### config.mk
export PLATFORM = sky130hd
export DESIGN_NAME = control_sequencer
export DESIGN_NICKNAME = d
export VERILOG_FILES = /design/src/rtl/cpu_pkg.sv /design/src/rtl/ir_decode.sv /design/src/rtl/control_sequencer.sv
export SDC_FILE = /design/constraint.sdc
export NUM_CORES = 1
export LEC_CHECK = 0
export CAP_MARGIN = 30
export CORE_UTILIZATION = 43
export CTS_BUF_LIST = sky130_fd_sc_hd__clkbuf_4 sky130_fd_sc_hd__clkbuf_8
export CTS_CLUSTER_DIAMETER = 150
export DETAILED_ROUTE_END_ITERATION = 7
export GPL_TIMING_DRIVEN = 0
export PLACE_DENSITY = 0.88
export SYNTH_ARGS = -nofsm -noshare
export SYNTH_HDL_FRONTEND = slang
export SYNTH_HIERARCHICAL = 1
export SYNTH_SLANG_ARGS = --single-unit
### constraint.sdc
create_clock -name clk -period 5.12 [get_ports clk]
set_clock_uncertainty 0.2 [all_clocks]
set_input_delay 1.024 -clock clk [delete_from_list [all_inputs] [get_ports clk]]
set_output_delay 1.024 -clock clk [all_outputs]
set_load 0.02 [all_outputs]
### src/rtl/cpu_pkg.sv
// Shared state encoding, opcode constants and IR field positions for the control sequencer.
package cpu_pkg;

  typedef enum logic [3:0] {
    ST_IDLE,
    ST_T0,
    ST_T1,
    ST_T2,
    ST_T3,
    ST_T4,
    ST_T5,
    ST_HALT,
    ST_FAULT
  } state_t;

  localparam logic [4:0] ALU_INC      = 5'd12;
  localparam logic [4:0] HALT_OP      = 5'd27;
  localparam logic [4:0] OP_LEGAL_MIN = 5'd3;
  localparam logic [4:0] OP_LEGAL_MAX = 5'd10;

  localparam int IR_OP_HI = 31;
  localparam int IR_OP_LO = 27;
  localparam int IR_RA_HI = 26;
  localparam int IR_RA_LO = 23;
  localparam int IR_RB_HI = 22;
  localparam int IR_RB_LO = 19;
  localparam int IR_RC_HI = 18;
  localparam int IR_RC_LO = 15;

endpackage

### src/rtl/ir_decode.sv
// Purely combinational IR field splitter with halt/legal opcode classification.
// Zero latency; no flow control.
module ir_decode
  import cpu_pkg::*;
(
  input  logic [31:0] i_ir,
  output logic [3:0]  o_ra,
  output logic [3:0]  o_rb,
  output logic [3:0]  o_rc,
  output logic [4:0]  o_opcode,
  output logic        o_is_halt,
  output logic        o_is_legal
);

  logic w_unused;

  assign o_opcode   = i_ir[IR_OP_HI:IR_OP_LO];
  assign o_ra       = i_ir[IR_RA_HI:IR_RA_LO];
  assign o_rb       = i_ir[IR_RB_HI:IR_RB_LO];
  assign o_rc       = i_ir[IR_RC_HI:IR_RC_LO];
  assign o_is_halt  = (o_opcode == HALT_OP);
  assign o_is_legal = (o_opcode >= OP_LEGAL_MIN) && (o_opcode <= OP_LEGAL_MAX);

  // Low IR bits carry immediates consumed by the datapath, not by sequencing.
  assign w_unused = ^i_ir[IR_RC_LO-1:0];

endmodule

### src/rtl/control_sequencer.sv
// Hardwired fetch/execute sequencer: one state per clk, strobes decoded from state (T3-T5 also use ir fields).
// No backpressure; run gates instruction start. Define SINGLE_STEP_EN to add the step input and single-step mode.
module control_sequencer
  import cpu_pkg::*;
(
  input  logic        clk,
  input  logic        clr,
  input  logic        run,
`ifdef SINGLE_STEP_EN
  input  logic        step,
`endif
  input  logic [31:0] ir,
  output logic        PCout,
  output logic        Zlowout,
  output logic        MDRout,
  output logic        MARin,
  output logic        Zin,
  output logic        PCin,
  output logic        MDRin,
  output logic        IRin,
  output logic        Yin,
  output logic        Read,
  output logic [4:0]  OpCode,
  output logic        Rout_en,
  output logic        Rin_en,
  output logic [3:0]  Rout_sel,
  output logic [3:0]  Rin_sel,
  output logic        busy,
  output logic        halted,
  output logic        fault,
  output logic [15:0] inst_count
);

  state_t      r_state;
  logic [15:0] r_inst_count;
  logic        r_busy;
  logic        r_halted;
  logic        r_fault;

  logic [3:0]  w_ra;
  logic [3:0]  w_rb;
  logic [3:0]  w_rc;
  logic [4:0]  w_opcode;
  logic        w_is_halt;
  logic        w_is_legal;
  logic        w_start;
  logic        w_again;

  ir_decode u_ir_decode (
    .i_ir       (ir),
    .o_ra       (w_ra),
    .o_rb       (w_rb),
    .o_rc       (w_rc),
    .o_opcode   (w_opcode),
    .o_is_halt  (w_is_halt),
    .o_is_legal (w_is_legal)
  );

`ifdef SINGLE_STEP_EN
  assign w_start = run & step;
  assign w_again = 1'b0;
`else
  assign w_start = run;
  assign w_again = run;
`endif

  // busy/halted/fault are registered alongside the state transition that implies them.
  always_ff @(posedge clk) begin
    if (!clr) begin
      r_state      <= ST_IDLE;
      r_inst_count <= 16'd0;
      r_busy       <= 1'b0;
      r_halted     <= 1'b0;
      r_fault      <= 1'b0;
    end else begin
      case (r_state)
        ST_IDLE: begin
          if (w_start) begin
            r_state <= ST_T0;
            r_busy  <= 1'b1;
          end
        end
        ST_T0: r_state <= ST_T1;
        ST_T1: r_state <= ST_T2;
        ST_T2: r_state <= ST_T3;
        ST_T3: begin
          if (w_is_halt) begin
            r_state  <= ST_HALT;
            r_busy   <= 1'b0;
            r_halted <= 1'b1;
          end else if (!w_is_legal) begin
            r_state <= ST_FAULT;
            r_busy  <= 1'b0;
            r_fault <= 1'b1;
          end else begin
            r_state <= ST_T4;
          end
        end
        ST_T4: r_state <= ST_T5;
        ST_T5: begin
          r_inst_count <= r_inst_count + 16'd1;
          if (w_again) begin
            r_state <= ST_T0;
          end else begin
            r_state <= ST_IDLE;
            r_busy  <= 1'b0;
          end
        end
        ST_HALT, ST_FAULT: r_state <= r_state;
        default: begin
          r_state <= ST_IDLE;
          r_busy  <= 1'b0;
        end
      endcase
    end
  end

  always_comb begin
    PCout    = 1'b0;
    Zlowout  = 1'b0;
    MDRout   = 1'b0;
    MARin    = 1'b0;
    Zin      = 1'b0;
    PCin     = 1'b0;
    MDRin    = 1'b0;
    IRin     = 1'b0;
    Yin      = 1'b0;
    Read     = 1'b0;
    OpCode   = 5'd0;
    Rout_en  = 1'b0;
    Rin_en   = 1'b0;
    Rout_sel = 4'd0;
    Rin_sel  = 4'd0;
    case (r_state)
      ST_T0: begin
        PCout  = 1'b1;
        MARin  = 1'b1;
        Zin    = 1'b1;
        OpCode = ALU_INC;
      end
      ST_T1: begin
        Zlowout = 1'b1;
        PCin    = 1'b1;
        Read    = 1'b1;
        MDRin   = 1'b1;
      end
      ST_T2: begin
        MDRout = 1'b1;
        IRin   = 1'b1;
      end
      ST_T3: begin
        // Halt is outside the legal range, so one test silences both exit paths.
        if (w_is_legal) begin
          Rout_en  = 1'b1;
          Rout_sel = w_rb;
          Yin      = 1'b1;
        end
      end
      ST_T4: begin
        Rout_en  = 1'b1;
        Rout_sel = w_rc;
        Zin      = 1'b1;
        OpCode   = w_opcode;
      end
      ST_T5: begin
        Zlowout = 1'b1;
        Rin_en  = 1'b1;
        Rin_sel = w_ra;
      end
      default: ;
    endcase
  end

  assign busy       = r_busy;
  assign halted     = r_halted;
  assign fault      = r_fault;
  assign inst_count = r_inst_count;

endmodule

==> results.yml <==
outcome:
  status: "finished clean"
sta:
  period_needed_ns: 4.36
  final_max_slew_viol_count: 0
  max_slew.worst_pin.slew_ns: 0.610
  setup-tns-final_ns: 0
  finalCritPeriodShare_pct: 85.1
  finalHoldViolCount: 0
  grt_setup_unrepaired: "no"
  maxSlewHeadroom_pct: 58.8
  achievable-frequency_mhz: 230
  timing.final.ws_setup_ns: 0.764
  setup_violations: 0
logic_synthesis:
  asyncSetResetFlopFracSynth_pct: 0
  yosys.cell_types.count: 43
  post_synth.cell_area_avg_sq_um: 7.72
  postSynthNetCount: 223
  synth.yosys.warnings: 6
  ys_dominant_reg_cell: "dfxtp_1"
  synth_cells: 187
  syn-cell-area_sq_um: 1440
  seq_area_frac_synth_pct: 31.9
  edff_count_synth: 0
  postSynthRegisterBits: 23
worst_setup_path:
  worstRegToRegCells: 6
  required_ns: 3.90
  cp_cell_sequence: "clkdlybuf4s50_1 > a21oi_2 > mux2_4 > and2_1 > clkbuf_1 > or2_2 > clkdlybuf4s50_1"
  worst-path-max-fanout: 6
  largest_stage_delay_on_the_critical_path_ns: 0.54
  cpMaxStageDelayCell: "clkdlybuf4s50_1"
  timing.critical_path.to_type: "primary output"
  path_buf_inv: 3
  worstSetupStartpointType: "input pin"
  critical_path_class: "in -> out"
  worst-path-stages: 7
  timing.critical_path.max_delay_family: "buffers and inverters"
  worstPathArrival_ns: 3.13
  crit_top_cell: "clkdlybuf4s50_1"
routing:
  drt_iter0_markers: 73
  vias_per_cell: 5.01
  finalWirelength_mm: 3.28
  drtAntennaViolNets: 0
  drcViolationCount: 0
  vias: 1433
  drt-pass1-iter-count: 4
  avgRoutedWirePerCell_um: 11.5
placed_design:
  globalplace.congestion: 0.875
  dp_hpwl_mm: 2.53
  place.port_buffers: 51
  dpl_worst_slack_ns: 0.776
floorplan:
  floorplan.die.width_um: 59.9
  die_height_um: 59.9
  core_sq_um: 3130
  dieArea_sq_um: 3590
  start_util_pct: 46.2
  rows: 20
  boundaryPins: 79
clocking:
  tritoncts: "built"
  clk_pin_slew_ns: 0.12
  htreeDepth: 1
  worstSkewPairLatency_ns: 0.32
  cts_root_buffer: "clkbuf_4"
  number_of_sinks_on_the_clock_net: 23
  post_cts.resized_instances: 0
  postCtsSetupRepairBufs: 0
  cts_hold_buf: 0
  numCtsBuffers: 3
  clock_path_buffers: 2
hold_path:
  hp-class: "reg -> reg"
  min_path_cells: 2
run:
  max-cap-violations: 0
power_and_ir_drop:
  max-vdd-ir-drop_v: 0.000120
  power_uw: 390
  power_density_nw_per_um2: 191
  leakage_nw: 0.779
global_route:
  maximum_number_of_pins_on_one_net_before_global_route_repair: 13
  global_route_wire_length_before_repair_mm: 5.22
  first_global_vias: 1191
  total_global_route_track_usage_pct: 19.2
  antenna_found_initial: 0
  global_route.overflow_total: 0
cells_and_area:
  most_common_library_cell_in_the_layout_ignoring_fill_and_taps: "clkdlybuf4s50_1"
  area_growth_syn_to_layout_pct: 41.2
  drive_gt1_share_pct: 13.6
  mostFrequentLayoutCells: "clkdlybuf4s50_1, nor2_1, dfxtp_1"
  antennaDiodeCount: 0
  final_net_count: 279
==> Yosys cell counts (2+ instances only) <==
| library cell | instances | area (sq um) |
|---|---|---|
| inv_1 | 6 | 22.5 |
| and3_1 | 3 | 18.8 |
| or3_1 | 3 | 18.8 |
| nand2_1 | 10 | 37.5 |
| nand2b_1 | 2 | 12.5 |
| buf_1 | 2 | 7.51 |
| nand4_1 | 7 | 43.8 |
| xnor2_1 | 5 | 43.8 |
| dfxtp_1 | 23 | 460 |
| a22o_1 | 4 | 35.0 |
| nor2_1 | 27 | 101 |
| o21ai_0 | 5 | 25.0 |
| clkbuf_1 | 5 | 18.8 |
| xor2_1 | 5 | 43.8 |
| and2_1 | 9 | 56.3 |
| buf_4 | 21 | 158 |
| mux2i_1 | 2 | 20.0 |
| nand3_1 | 7 | 35.0 |
| buf_2 | 2 | 10.0 |
| a21oi_1 | 12 | 60.1 |
| nor3_1 | 5 | 25.0 |
==> worst reg2reg max path: cells and delay by family, from the launching register on <==
family	cells	cell delay (ns)
and+or+nand+nor	3	1.11
buffers and inverters	2	0.31
AOI/OAI and AO/OA	1	0.14
DFF	1	0.33
==> cell families (layout without fill, tap and decap cells) <==
family | after synthesis | after routing | synth area share, %
adder cells (fa/ha/maj) | 1 | 1 | 0.866
AND/OR/NAND/NOR | 82 | 82 | 29.3
flip-flops | 23 | 23 | 31.9
AO/OA/AOI/OAI | 30 | 30 | 13.4
XOR/XNOR | 10 | 10 | 6.07
buffers and inverters | 38 | 93 | 16.0
multiplexers | 3 | 3 | 2.43
==> routing by layer <==
| layer | vias up | GRT usage (%) | wire, um |
|---|---|---|---|
| met3 | 3 | 4.76 | 124 |
| met2 | 39 | 33.2 | 1680 |
| met4 | 0 | 4.98 | 17 |
| met1 | 660 | 23.5 | 1470 |
| met5 | - | 0 | 0 |
| li1 | 731 | - | - |
==> stage by stage <==
step / cell area (sq um) / utilization, % / hold slack, ns / cells
finish: 2040 / 65.2 / 0.278 / 286
global route: 2040 / 65.2 / 0.324 / 286
CTS: 2040 / 65.2 / 0.284 / 286
detailed placement: 2010 / 64.2 / 0.255 / 282
global placement: 2010 / 64.2 / 0.247 / 282
floorplan: 1440 / - / 0.334 / 187
==> layout make-up <==
type	instances	area, sq um
Clock buffer	4	30.0
Fill cell	275	1090
Tap cell	44	55.1
Buffer	31	205
Multi-Input combinational cell	126	752
Sequential cell	23	460
Inverter	7	26.3
Timing Repair Buffer	51	510
==> registers in the layout (all words and copies together), names as in the netlist <==
name,flops
busy,1
fault,1
halted,1
inst_count,16
r_state,4
==> worst paths after layout <==
path / slack (ns) / end / from
setup / recovery: 0.76 / Rout_en / ir[27]
setup reg to reg: 2.99 / inst_count[15]$_SDFFE_PN0N_ / r_state[3]$_SDFFE_PN0P_
hold reg to reg: 0.28 / fault$_SDFFE_PN0P_ / fault$_SDFFE_PN0P_
hold / removal: 0.28 / fault$_SDFFE_PN0P_ / fault$_SDFFE_PN0P_
==> power by group <==
group          internal, mW  leakage, nW  total, mW  switching, mW
Clock                0.0358       0.0184     0.0892         0.0534
Sequential            0.184        0.186      0.188        0.00391
Combinational        0.0569        0.575      0.113         0.0559
Note: power is estimated with default switching activity, not from simulation.
